<file path="src/rtl/servant_power_ctrl.sv">
// rtl/servant_power_ctrl.sv - LF-domain sleep sequencer gating the HF clock
module servant_power_ctrl #(
  parameter int DRAIN_CYCLES = 4,
  parameter int WAKE_CYCLES  = 2
) (
  input  logic        i_clk,
  input  logic        i_rst,
  input  logic        i_sleep_req,
  input  logic        i_wake,
  output logic        o_sleep_ack,
  output logic        o_clk_en,
  output logic        o_core_hold,
  output logic [1:0]  o_state,
  output logic [15:0] o_sleep_cnt
);

  typedef enum logic [1:0] {
    RUN   = 2'd0,
    DRAIN = 2'd1,
    SLEEP = 2'd2,
    WAKE  = 2'd3
  } state_t;

  // Counter reload values; the counter expires on reaching zero, so the
  // number of cycles spent in a timed state equals the parameter.
  localparam logic [7:0] DRAIN_LOAD = 8'(DRAIN_CYCLES - 1);
  localparam logic [7:0] WAKE_LOAD  = 8'(WAKE_CYCLES - 1);
  localparam logic [15:0] CNT_MAX   = 16'hFFFF;

  logic        req_meta;
  logic        req_s;
  logic        wake_meta;
  logic        wake_s;

  state_t      state;
  logic [7:0]  cnt;
  logic        rearm;
  logic [15:0] sleep_cnt;
  logic        clk_en;
  logic        core_hold;
  logic        sleep_ack;

  // Two-flop synchronisers bring the core request and wake event into the LF domain
  always_ff @(posedge i_clk) begin
    if (i_rst) begin
      req_meta  <= 1'b0;
      req_s     <= 1'b0;
      wake_meta <= 1'b0;
      wake_s    <= 1'b0;
    end else begin
      req_meta  <= i_sleep_req;
      req_s     <= req_meta;
      wake_meta <= i_wake;
      wake_s    <= wake_meta;
    end
  end

  // Sequencer FSM with registered outputs, shared drain/wake counter and sleep statistics
  always_ff @(posedge i_clk) begin
    if (i_rst) begin
      // The HF clock comes straight back on; the core is in reset too, so
      // no stabilisation wait is needed.
      state     <= RUN;
      cnt       <= 8'd0;
      rearm     <= 1'b1;
      sleep_cnt <= 16'd0;
      clk_en    <= 1'b1;
      core_hold <= 1'b0;
      sleep_ack <= 1'b0;
    end else begin
      case (state)
        RUN: begin
          // A request must be seen low in RUN before another sleep is
          // accepted, so a request still held after wake cannot re-trigger.
          if (!req_s) begin
            rearm <= 1'b1;
          end
          if (req_s && rearm) begin
            state     <= DRAIN;
            cnt       <= DRAIN_LOAD;
            rearm     <= 1'b0;
            sleep_ack <= 1'b1;
          end
        end

        DRAIN: begin
          // Abort wins over counter expiry: a withdrawn request or a wake
          // seen during the drain must never gate the clock.
          if (!req_s || wake_s) begin
            state     <= RUN;
            sleep_ack <= 1'b0;
          end else if (cnt == 8'd0) begin
            // Hold rises on the same edge the clock is gated so the core is
            // never left running on a stopped clock.
            state     <= SLEEP;
            clk_en    <= 1'b0;
            core_hold <= 1'b1;
            if (sleep_cnt != CNT_MAX) begin
              sleep_cnt <= sleep_cnt + 16'd1;
            end
          end else begin
            cnt <= cnt - 8'd1;
          end
        end

        SLEEP: begin
          if (wake_s) begin
            state  <= WAKE;
            cnt    <= WAKE_LOAD;
            clk_en <= 1'b1;
          end
        end

        WAKE: begin
          // Oscillator settling time; request and wake are deliberately
          // ignored until the core is released.
          if (cnt == 8'd0) begin
            state     <= RUN;
            core_hold <= 1'b0;
            sleep_ack <= 1'b0;
          end else begin
            cnt <= cnt - 8'd1;
          end
        end

        default: begin
          state <= RUN;
        end
      endcase
    end
  end

  assign o_sleep_ack = sleep_ack;
  assign o_clk_en    = clk_en;
  assign o_core_hold = core_hold;
  assign o_state     = state;
  assign o_sleep_cnt = sleep_cnt;

endmodule

</file>
<file path="config.mk">
export PLATFORM = sky130hd
export DESIGN_NAME = servant_power_ctrl
export DESIGN_NICKNAME = d
export VERILOG_FILES = /design/src/rtl/servant_power_ctrl.sv
export SDC_FILE = /design/constraint.sdc
export NUM_CORES = 1
export LEC_CHECK = 0
export BUFFER_PORTS_ARGS = -buffer_cell sky130_fd_sc_hd__buf_4
export CAP_MARGIN = 0
export CORE_UTILIZATION = 55
export DETAILED_ROUTE_END_ITERATION = 8
export PLACE_DENSITY_LB_ADDON = 0.08
export RECOVER_POWER = 100
export SYNTH_ARGS = -nofsm -noshare
export SYNTH_HDL_FRONTEND = slang
export SYNTH_SLANG_ARGS = --single-unit
</file>
<file path="constraint.sdc">
create_clock -name i_clk -period 2.49 [get_ports i_clk]
set_input_delay 0.249 -clock i_clk [delete_from_list [all_inputs] [get_ports i_clk]]
set_output_delay 0.249 -clock i_clk [all_outputs]
set_load 0.01 [all_outputs]
</file>
== Yosys cells after proc, flatten, opt, wreduce, memory -nomap -nowiden ==
Index checks and enable logic that the tools add are counted.
Word-level totals
  register bits after elaboration: 34
  output and inout port bits: 21
  word-level logic and storage cells: 64
Cells by class
  add/subtract/negate cells: 2
  equal/unequal tests: 12
  multiplexer cells: 23
  bitwise logic cells: 1
  reductions and logical operators: 15
Operators with widths (count)
  2-to-1 mux 8 bit: 4
  one-hot mux 8 bit (4 select lines): 1
  AND reduction 4 bit: 5
  adder 16 x 1 -> 16 bit, second input constant: 1
  inequality test 16 bit, second input constant: 1
  inequality test 2 bit, second input constant: 6
  2-to-1 mux 2 bit: 5
  2-to-1 mux 1 bit: 9
  zero test 8 bit: 1
  one-hot mux 2 bit (4 select lines): 1
  subtractor 8 x 1 -> 8 bit, second input constant: 1
  equality test 2 bit, second input constant: 2
  one-hot mux 1 bit (2 select lines): 2
  nonzero test 2 bit: 2
  inequality test 3 bit, second input constant: 1
  one-hot mux 1 bit (3 select lines): 1
  AND reduction 3 bit: 1
  nonzero test 3 bit: 1
  equality test 2 x 1 -> 1 bit, second input constant: 1
  zero test 2 bit: 1
  inequality test 2 x 1 -> 1 bit, second input constant: 1
  AND reduction 2 bit: 1
  logical AND 1 bit: 1
  zero test 1 bit: 1
  2 further kinds: 2

== Longest topological paths before layout ==
Gate-level depths: netlist (run 1).
  depth after elaboration: 4
  mapped depth: 8

== Worst setup path after synthesis (run 1) ==
No wires, ideal clock.
  kind: register to register
  start point: register cnt[0]
  end point: register sleep_cnt[14], in the netlist o_sleep_cnt[14]
  arrival time: 1.720 ns
  setup slack: 0.643 ns
  cell stages (with the launch flop): 9
  buffers on the path: 1
  path through: dfxtp_1 inv_1 ha_1 nor3b_1 nand4_4 buf_6 nor4_2 xnor2_1 nor2_1
On the way
  longest elaborated chain between the ends: 2
RTL lines
  start: declaration: line 36  | logic [7:0] cnt;
  start signal: assignment: line 102  | cnt <= cnt - 8'd1;
  start signal: assignment: line 122  | cnt <= cnt - 8'd1;
  zero test 8 bit: line 92  | end else if (cnt == 8'd0) begin
  AND reduction 4 bit (no source line)
  end signal: assignment: line 99  | sleep_cnt <= sleep_cnt + 16'd1;
  end: declaration: line 38  | logic [15:0] sleep_cnt;
No other way between the ends.
A chain may end at the register's enable or synchronous reset.

== Worst setup path after layout (run 1) ==
  start point: register cnt[0]
  end point: register sleep_cnt[15], in the netlist o_sleep_cnt[15]
Same word-level chain as after synthesis.

==> impl_metrics.csv, run 1 <==
group,metric,value,unit
status,status,"complete, but fails checks",
status,violations,"design-rule violations",
die,initial_core_util,0.590,
clock_network,tritoncts,"done",
setup_path,endpoint_kind,"register",
setup_path,arrival,2.40,ns
detailed_routing,drt_first_pass_iters,6,
power_and_ir_drop,p_int,693,uW
detailed_routing,vias,1362,
power_and_ir_drop,comb_power_share,0.085,
power_and_ir_drop,pwr-share-clk,0.307,
die,io_pins,25,
die,rows,19,
sta,maxSlewHeadroom,0.364,
sta,tightest_slew,0.954,ns
clock_network,path_clk_slew,0.11,ns
hold_path,hold_path_class,"input port to register",
yosys,syn_nets,191,
grt,grt_usage,0.215,
sta,holdWs,0.119,ns
setup_path,crit_slowest_cell,"a2111oi_2",
sta,grt_setup_unrepaired,"no",
power_and_ir_drop,pwr-share-seq,0.608,
place,dpl_worst_slack,0.282,ns
sta,layout_min_cycle_time,2.20,ns
detailed_routing,drt-total-wl,3.21,mm
setup_path,slowest_delay,0.47,ns
setup_path,cp.required,2.69,ns
detailed_routing,drtIter0Drc,24,
power_and_ir_drop,p_per_area,531,nW/um2
clock_network,cts_root_buf,"clkbuf_4",
yosys,ys_ff_latch,34,
grt,grt_pass1_wl,5.28,mm
die,core-area,2810,um2
setup_path,crit_chain,"inv_1 -> ha_1 -> nor3b_1 -> nand4_4 -> a2111oi_2 -> xnor2_1 -> nor2_1",
cells_and_area,drive_gt1_frac,0.0913,
setup_path,regToRegSetupSlack,0.29,ns
detailed_routing,drc,2,
place,placed_area,1840,um2
clock_network,cts_resized,0,
die,die_w,56.8,um
yosys,syn-instance-count,184,
run,cap_violations,0,
sta,post-route-period-util,0.884,
place,io_buffers,24,
cells_and_area,area_growth,7.41,%
yosys,yosys_warnings,0,
detailed_routing,vias_per_cell,5.70,
clock_network,clk_latency,0.34,ns
cells_and_area,final_nets,215,
sta,slew_viol_final,0,
die,dieHeight,56.8,um
setup_path,path_max_fanout,16,
grt,first_global_vias,1229,
cells_and_area,fin_area,1780,um2
sta,finalSetupViolCount,0,
yosys,syn-mean-instance-area,8.99,um2
grt,antenna_found_initial,0,
yosys,yosysSeqAreaShare,0.411,
grt,grt_max_degree,24,
place,place_congestion,0.793,
clock_network,numCtsBuffers,5,
setup_path,start_kind,"register",
sta,max_clock_freq,455,MHz
power_and_ir_drop,swShare,0.265,
setup_path,path_class,"register to register",
detailed_routing,wl_per_cell,13.4,um
setup_path,critPathTopFamily,"simple AND/OR/NAND/NOR gates",
power_and_ir_drop,vdd_drop_max,0.297,mV
power_and_ir_drop,p_leak,0.584,nW
die,dieArea,3230,um2
sta,setup_tns,0,ns
yosys,synth_cell_types,42,
grt,overflow,0,
setup_path,cp_num_buf_inv,1,
clock_network,htreeDepth,2,
clock_network,clock_sinks,34,
sta,hold_viol,0,
sta,clock_skew,0.0103,ns
place,dp.final_hpwl,2.24,mm
cells_and_area,utilization,0.633,
sta,timing.final.ws_setup,0.290,ns
clock_network,max-clock-path-buffers,2,
power_and_ir_drop,p_sw,250,uW
clock_network,hold_buffers,0,
cells_and_area,num_antenna_cells,0,
clock_network,post_cts_buffers,0,
yosys,synthesis.area,1650,um2
detailed_routing,ant_nets,0,
==> worst register-to-register path, stage by stage, from the launching register on <==
cell and delay, ns:
dfxtp_1 0.35, inv_1 0.10, ha_1 0.16, nor3b_1 0.44, nand4_4 0.34, a2111oi_2 0.47, xnor2_1 0.16, nor2_1 0.05
==> per-stage QoR <==
stage	instances	total power [mW]
floorplan	184	0.647
global placement	232	0.666
detailed placement	232	0.670
CTS	239	0.957
global route	239	0.986
finish	239	0.943
==> worst paths after layout <==
check,start,endpoint,depth (start not counted)
min,i_wake,wake_meta,2
max,cnt[0],o_sleep_cnt[15],7
min reg2reg,req_meta,req_s,1
max reg2reg,cnt[0],o_sleep_cnt[15],7
==> layout make-up <==
type	instances	area [um2]
fillers	267	1030
multi-input cells	135	882
flip-flops and latches	34	681
repair buffers	25	101
well taps	31	38.8
clock buffers	5	37.5
inverters	7	26.3
clock inverters	2	10.0
==> registers in the layout, summed over array words and instances, names as in the netlist, named ones only <==
name and cells:
o_sleep_cnt 16, cnt 8, o_clk_en 1, o_core_hold 1, o_sleep_ack 1, o_state 1
rearm 1, req_meta 1, req_s 1, wake_meta 1, wake_s 1
==> cells in the mapped netlist <==
library cell | count | area [um2]
a2111oi_2 | 4 | 60.1
a211oi_1 | 1 | 7.51
a211oi_2 | 2 | 25.0
a21boi_0 | 1 | 7.51
a21oi_1 | 4 | 20.0
a21oi_2 | 1 | 8.76
a31oi_1 | 2 | 12.5
and2_1 | 1 | 6.26
and3_1 | 5 | 31.3
and4_1 | 1 | 8.76
and4bb_2 | 1 | 12.5
buf_1 | 1 | 3.75
buf_2 | 1 | 5.00
buf_6 | 1 | 11.3
clkbuf_1 | 5 | 18.8
dfxtp_1 | 34 | 681
ha_1 | 3 | 37.5
inv_1 | 7 | 26.3
mux2_2 | 1 | 11.3
mux2i_1 | 2 | 20.0
nand2_1 | 15 | 56.3
nand2b_1 | 1 | 6.26
nand3_1 | 9 | 45.0
nand4_1 | 4 | 25.0
nand4_4 | 1 | 21.3
nor2_1 | 28 | 105
nor2b_1 | 4 | 25.0
nor3_1 | 5 | 25.0
nor3b_1 | 3 | 22.5
nor4_1 | 2 | 12.5
nor4_2 | 2 | 25.0
nor4_4 | 1 | 21.3
o211ai_1 | 2 | 15.0
o21a_1 | 1 | 7.51
o21ai_0 | 4 | 20.0
o21ai_1 | 1 | 5.00
o221a_2 | 1 | 11.3
o22a_1 | 1 | 8.76
o311ai_0 | 1 | 8.76
or2_2 | 1 | 6.26
xnor2_1 | 13 | 114
xor2_1 | 6 | 52.6
==> layout by cell type (no fill, tap or decap), types with 2 or more instances in the layout <==
master      n
nor3b_1     3
ha_1        3
nand3_1     9
nor4_1      4
nor2b_1     4
nor2_1     28
clkbuf_1   23
o211ai_1    2
nand4_1     4
a31oi_1     2
a21oi_1     5
and3_1      5
nand2_1    15
clkinv_2    2
o21ai_0     4
a2111oi_2   4
mux2i_1     2
buf_4       2
inv_1       7
xor2_1      6
clkbuf_4    5
dfxtp_1    34
nor3_1      5
xnor2_1    13
a211oi_1    3
==> power groups by stage <==
stage	sequential, mW	clock [mW]	combinational [mW]
2_1_floorplan	0.583	0	0.0637
3_5_place_dp	0.586	0	0.0833
4_1_cts	0.574	0.300	0.0836
3_3_place_gp	0.586	0	0.0799
5_1_grt	0.576	0.319	0.0909
6_report	0.574	0.289	0.0800
==> kinds of logic after synthesis <==
family | after synthesis | synth area share
fa+ha+maj | 3 | 0.0227
flops | 34 | 0.411
buf+inv | 15 | 0.0393
xor+xnor | 19 | 0.101
simple gates | 84 | 0.275
compound gates | 26 | 0.132
mux | 3 | 0.0189
==> metal layers <==
metal	wire, um	vias up	global-route usage
met4	59	0	0.0941
met3	128	6	0.0622
met2	1570	29	0.372
li1	-	692	-
met1	1450	635	0.246
met5	0	-	0
Note: power is estimated with default switching activity, not from simulation.
==> run 2: changes to the inputs <==
Settings changed: ABC_AREA from default to 1, CAP_MARGIN 0 to default, CORE_UTILIZATION 55 to 58, GPL_TIMING_DRIVEN from default to 0.
==> run 2 against run 1 <==
Effect of this change: the flow now finishes without violations; largest cell class unchanged; power increased by 10%; clock power increased by 18%; synthesized area increased by 24%; utilization increased by 2.2 points; critical path type unchanged; largest power group unchanged; clock skew increased by 0.0052 ns; count of clock-buffer cells in the layout increased by 1; die area increased by 17%; synthesized cell count increased by 70%.
==> impl_metrics.csv, run 2 <==
group,metric,value,unit
die,rows,21,
cells_and_area,final_nets,351,
clock_network,max-clock-path-buffers,2,
setup_path,r2r_cells,9,
clock_network,post_cts_buffers,0,
grt,grt_pass1_wl,6.80,mm
die,dieArea,3770,um2
clock_network,htreeDepth,2,
cells_and_area,mostFrequentLayoutCell,"nand2_1",
detailed_routing,drt-total-wl,4.29,mm
die,die_w,61.4,um
yosys,synth_top_family_by_area,"simple AND/OR/NAND/NOR gates",
setup_path,arrival,2.25,ns
hold_path,holdPathEnd,"req_meta",
yosys,synth-compound-area-share,0.0959,
detailed_routing,wl_met3,156,um
hold_path,min_path_cells,3,
yosys,synth-edff-count,0,
yosys,ys_ff_latch,34,
cells_and_area,n_fill_cell,350,
power_and_ir_drop,p_per_area,472,nW/um2
power_and_ir_drop,vdd_drop_max,0.367,mV
yosys,yosysSeqAreaShare,0.332,
die,initial_core_util,0.609,
clock_network,cts_resized,0,
yosys,yosysMostFrequentCell,"nand2_1",
cells_and_area,largest_register_ff_count,16,
die,dieHeight,61.4,um
yosys,synth_top_area_cell,"dfxtp_1",
hold_path,hold_path_class,"input port to register",
setup_path,path_max_fanout,10,
clock_network,path_clk_slew,0.11,ns
sta,max_clock_freq,510,MHz
clock_network,numCtsBuffers,5,
clock_network,clk_latency,0.36,ns
cells_and_area,num_antenna_cells,0,
setup_path,cp.required,2.78,ns
detailed_routing,drt_first_pass_iters,4,
detailed_routing,vias_per_cell,4.99,
yosys,synth-xor-area-share,0.0128,
sta,layout_min_cycle_time,1.96,ns
power_and_ir_drop,p_leak,0.932,nW
detailed_routing,vias,1952,
sta,hold_viol,0,
detailed_routing,drtIter0Drc,112,
yosys,yosys_warnings,0,
sta,clock_skew,0.0155,ns
yosys,ys_async_sr_fraction,0,
yosys,synth_ff_type,"dfxtp_1",
cells_and_area,area_growth,7.57,%
detailed_routing,wl_per_cell,11.0,um
yosys,synthTopCellsByArea,"dfxtp_1 (33%), nand2_1 (14%), nor2_1 (11%)",
sta,setup_tns,0,ns
die,io_pins,25,
grt,first_global_vias,1667,
sta,maxSlewHeadroom,0.596,
yosys,synth-simple-area-share,0.438,
yosys,syn-instance-count,313,
cells_and_area,drive_gt1_frac,0.113,
clock_network,tritoncts,"done",
die,core-area,3360,um2
yosys,synth_common_cells,"nand2_1 (78), nor2_1 (59), inv_1 (40)",
setup_path,endpoint_kind,"register",
setup_path,regToRegSetupSlack,0.53,ns
place,place_congestion,0.863,
sta,grt_setup_unrepaired,"no",
sta,slew_viol_final,0,
setup_path,rr_startpoint,"cnt[0]",
clock_network,hold_buffers,0,
cells_and_area,final_cell_mix,"nand2_1 (80), nor2_1 (62), inv_1 (41)",
grt,overflow,0,
cells_and_area,utilization,0.655,
setup_path,path_class,"register to register",
yosys,muxShareOfSynthArea,0,
run,cap_violations,0,
detailed_routing,drc,0,
yosys,synth_top_area_frac,0.332,
place,placed_area,2290,um2
clock_network,clock_sinks,34,
yosys,synth_cell_types,31,
sta,post-route-period-util,0.788,
detailed_routing,wl_met2,2.15,mm
sta,finalSetupViolCount,0,
yosys,syn_nets,320,
yosys,synthesis.area,2050,um2
setup_path,start_kind,"register",
yosys,syn-mean-instance-area,6.54,um2
grt,grt_max_degree,12,
place,io_buffers,24,
cells_and_area,fin_area,2200,um2
detailed_routing,top_layer,"met4",
yosys,synthAdderAreaFrac,0.0183,
setup_path,timing.rr.end,"cnt[1]",
grt,antenna_found_initial,0,
status,status,"finished clean",
detailed_routing,wl_met1,1.88,mm
hold_path,min_from,"i_sleep_req",
detailed_routing,ant_nets,0,
place,dp.final_hpwl,3.27,mm
clock_network,cts_root_buf,"clkbuf_4",
sta,tightest_slew,0.606,ns
grt,grt_usage,0.249,
==> run 2: kinds of logic after synthesis <==
family	Yosys count
compound gates	32
xor+xnor	3
fa+ha+maj	3
buf+inv	50
flops	34
simple gates	191
==> run 2: per-layer routing <==
layer / vias to the layer above / GRT usage
met3: 12 / 0.0504
met2: 41 / 0.449
met4: 0 / 0.140
met1: 866 / 0.272
li1: 1033 / -
met5: - / 0
==> run 2: area by class of cell <==
type,count,area [um2],share of cell area
Multi-Input combinational cell,229,1100,0.500
Sequential cell,34,681,0.309
Inverter,45,171,0.0778
Timing Repair Buffer,24,97.6,0.0443
Tap cell,46,57.6,0.0261
Clock buffer,6,51.3,0.0233
Buffer,5,31.3,0.0142
Clock inverter,2,12.5,0.00568
==> run 2: through the flow <==
stage               setup slack [ns]  cells  total power [mW]  hold WS (ns)
detailed placement             0.806    383             0.731         0.401
CTS                            0.764    391              1.07        0.0839
finish                         0.528    391              1.04        0.0909
global placement               0.819    383             0.728         0.390
floorplan                      0.943    313             0.696         0.345
global route                   0.319    391              1.08         0.101
==> run 2: critical path, stage by stage, from the launching register on <==
cell and delay [ns]:
dfxtp_1 0.32, inv_1 0.18, ha_1 0.18, nand3_1 0.10
nor2_1 0.14, nand2_1 0.07, nand2_1 0.10, clkbuf_1 0.48
o21ai_0 0.18, a21oi_2 0.13
==> run 2: how the worst max path moves through the flow <==
stage / start / end / cells after the start / slack (ns)
4_1_cts: o_sleep_cnt[0] / o_sleep_cnt[1] / 7 / 0.76
5_1_grt: cnt[0] / cnt[1] / 9 / 0.32
6_report: cnt[0] / cnt[1] / 9 / 0.53
2_1_floorplan: o_sleep_cnt[0] / o_sleep_cnt[1] / 7 / 0.94
3_5_place_dp: o_sleep_cnt[0] / o_sleep_cnt[1] / 7 / 0.81
3_3_place_gp: o_sleep_cnt[0] / o_sleep_cnt[1] / 7 / 0.82
==> run 2: power breakdown <==
| part | total, mW | leakage, nW | switching, mW | internal [mW] |
|---|---|---|---|---|
| Sequential | 0.566 | 0.275 | 0.00987 | 0.556 |
| Combinational | 0.132 | 0.622 | 0.0874 | 0.0449 |
| Clock | 0.341 | 0.0343 | 0.205 | 0.136 |
| Total | 1.04 | 0.932 | 0.303 | 0.736 |
==> run 3: changes to the inputs <==
Settings changed: CORE_UTILIZATION 58 to 52.
Clock period 2.49 ns to 1.8 ns, I/O delays scaled along.
==> run 3 against run 2 <==
Effect of this change: fmax is 17% higher; sequential share of layout area is 1.3 points lower; via count is 2.0% higher; non-clock buffer count stayed put; global-route usage hardly changed; count of clock-buffer cells in the layout is 2 higher; clock skew is 0.0085 ns lower; utilization is 3.6 points lower; design area is 4.5% higher.
==> impl_metrics.csv, run 3 (synthesized netlist as in run 2, its figures left out) <==
group,metric,value,unit
status,status,"finished clean",
detailed_routing,vias,1991,
detailed_routing,ant_nets,0,
cells_and_area,drive_gt1_frac,0.125,
clock_network,htreeDepth,2,
clock_network,path_clk_slew,0.07,ns
sta,clock_skew,0.00702,ns
sta,post-route-period-util,0.930,
detailed_routing,vias_per_cell,5.07,
setup_path,crit_chain,"ha_1 -> nand3_1 -> nor2_2 -> nand4_4 -> and2_2 -> nor2_1 -> nor2_1",
cells_and_area,final_cell_mix,"nand2_1 (82), nor2_1 (61), inv_1 (40)",
setup_path,cp_common_cell,"nor2_1",
grt,first_global_vias,1866,
die,core-area,3720,um2
clock_network,cts_root_buf,"clkbuf_8",
setup_path,path_max_fanout,8,
setup_path,path_class,"register to register",
cells_and_area,final_nets,351,
setup_path,regToRegSetupSlack,0.13,ns
cells_and_area,num_antenna_cells,0,
grt,grt_usage,0.249,
clock_network,cts_resized,0,
sta,setup_tns,0,ns
place,dp.final_hpwl,3.41,mm
setup_path,slowest_delay,0.39,ns
power_and_ir_drop,vdd_drop_max,0.841,mV
cells_and_area,multi_input_area,1140,um2
detailed_routing,drtIter0Drc,141,
setup_path,crit_slowest_cell,"dfxtp_1",
detailed_routing,drc,0,
cells_and_area,largest_register_ff_count,16,
place,io_buffers,24,
detailed_routing,drt-total-wl,4.64,mm
die,initial_core_util,0.551,
sta,maxSlewHeadroom,0.656,
clock_network,post_cts_buffers,0,
detailed_routing,drt_first_pass_iters,4,
die,io_pins,25,
sta,holdWs,0.0881,ns
place,place_congestion,0.864,
clock_network,hold_buffers,0,
sta,layout_min_cycle_time,1.67,ns
power_and_ir_drop,p_leak,0.975,nW
clock_network,numCtsBuffers,5,
clock_network,clock_sinks,34,
sta,tightest_slew,0.516,ns
grt,overflow,0,
sta,finalSetupViolCount,0,
sta,hold_viol,0,
die,dieArea,4190,um2
cells_and_area,seqCellArea,681,um2
grt,grt_pass1_wl,8.07,mm
grt,grt_max_degree,11,
setup_path,endpoint_kind,"register",
hold_path,hold_path_class,"input port to register",
setup_path,start_kind,"register",
sta,slew_viol_final,0,
setup_path,cp_num_buf_inv,0,
setup_path,cp.required,1.99,ns
die,rows,22,
cells_and_area,n_fill_cell,386,
clock_network,max-clock-path-buffers,2,
cells_and_area,mostFrequentLayoutCell,"nand2_1",
sta,max_clock_freq,598,MHz
setup_path,arrival,1.86,ns
grt,antenna_found_initial,0,
clock_network,tritoncts,"done",
power_and_ir_drop,p_per_area,719,nW/um2
sta,grt_setup_unrepaired,"no",
clock_network,clk_latency,0.29,ns
run,cap_violations,0,
detailed_routing,wl_per_cell,11.8,um
die,dieHeight,64.8,um
cells_and_area,area_growth,12.4,%
setup_path,critPathTopFamily,"simple AND/OR/NAND/NOR gates",
die,die_w,64.8,um
## run 3: layout make-up
type / instances / share of cell area
inverters: 45 / 0.0745
repair buffers: 24 / 0.0424
well taps: 48 / 0.0261
flip-flops and latches: 34 / 0.296
clock buffers: 8 / 0.0478
plain buffers: 5 / 0.0168
multi-input cells: 229 / 0.497
## run 3: layer usage
metal / track usage / vias to the layer above / share of wire
met5: 0 / - / 0
met4: 0.0972 / 0 / 0.019
met3: 0.0634 / 7 / 0.048
met2: 0.438 / 48 / 0.48
met1: 0.285 / 895 / 0.45
li1: - / 1041 / -
## run 3: path summary, 6_finish.rpt
check                      start              to  depth (start not counted)
setup / recovery  o_sleep_cnt[0]  o_sleep_cnt[1]                          7
hold / removal       i_sleep_req        req_meta                          3
setup reg to reg  o_sleep_cnt[0]  o_sleep_cnt[1]                          7
hold reg to reg        wake_meta          wake_s                          2
## run 3: worst register-to-register path, delay by kind of cell, from the launching register on
family	cells	cell delay, ns
AND/OR/NAND/NOR	6	0.95
flip-flops	1	0.39
adder cells (fa/ha/maj)	1	0.23
## run 3: power breakdown
| part | switching, mW | leakage, nW | internal, mW | total, mW |
|---|---|---|---|---|
| registers | 0.0132 | 0.275 | 0.769 | 0.782 |
| clock network | 0.286 | 0.0575 | 0.386 | 0.672 |
| logic | 0.132 | 0.642 | 0.0695 | 0.202 |
## run 3: per-stage QoR
stage | util | setup slack (ns) | power (mW) | cells | cell area [um2]
floorplan | - | 0.253 | 0.963 | 313 | 2050
global placement | 0.616 | 0.100 | 1.01 | 385 | 2290
detailed placement | 0.616 | 0.104 | 1.01 | 385 | 2290
CTS | 0.645 | 0.0821 | 1.69 | 393 | 2400
global route | 0.620 | 0.0111 | 1.74 | 393 | 2300
finish | 0.620 | 0.127 | 1.66 | 393 | 2300
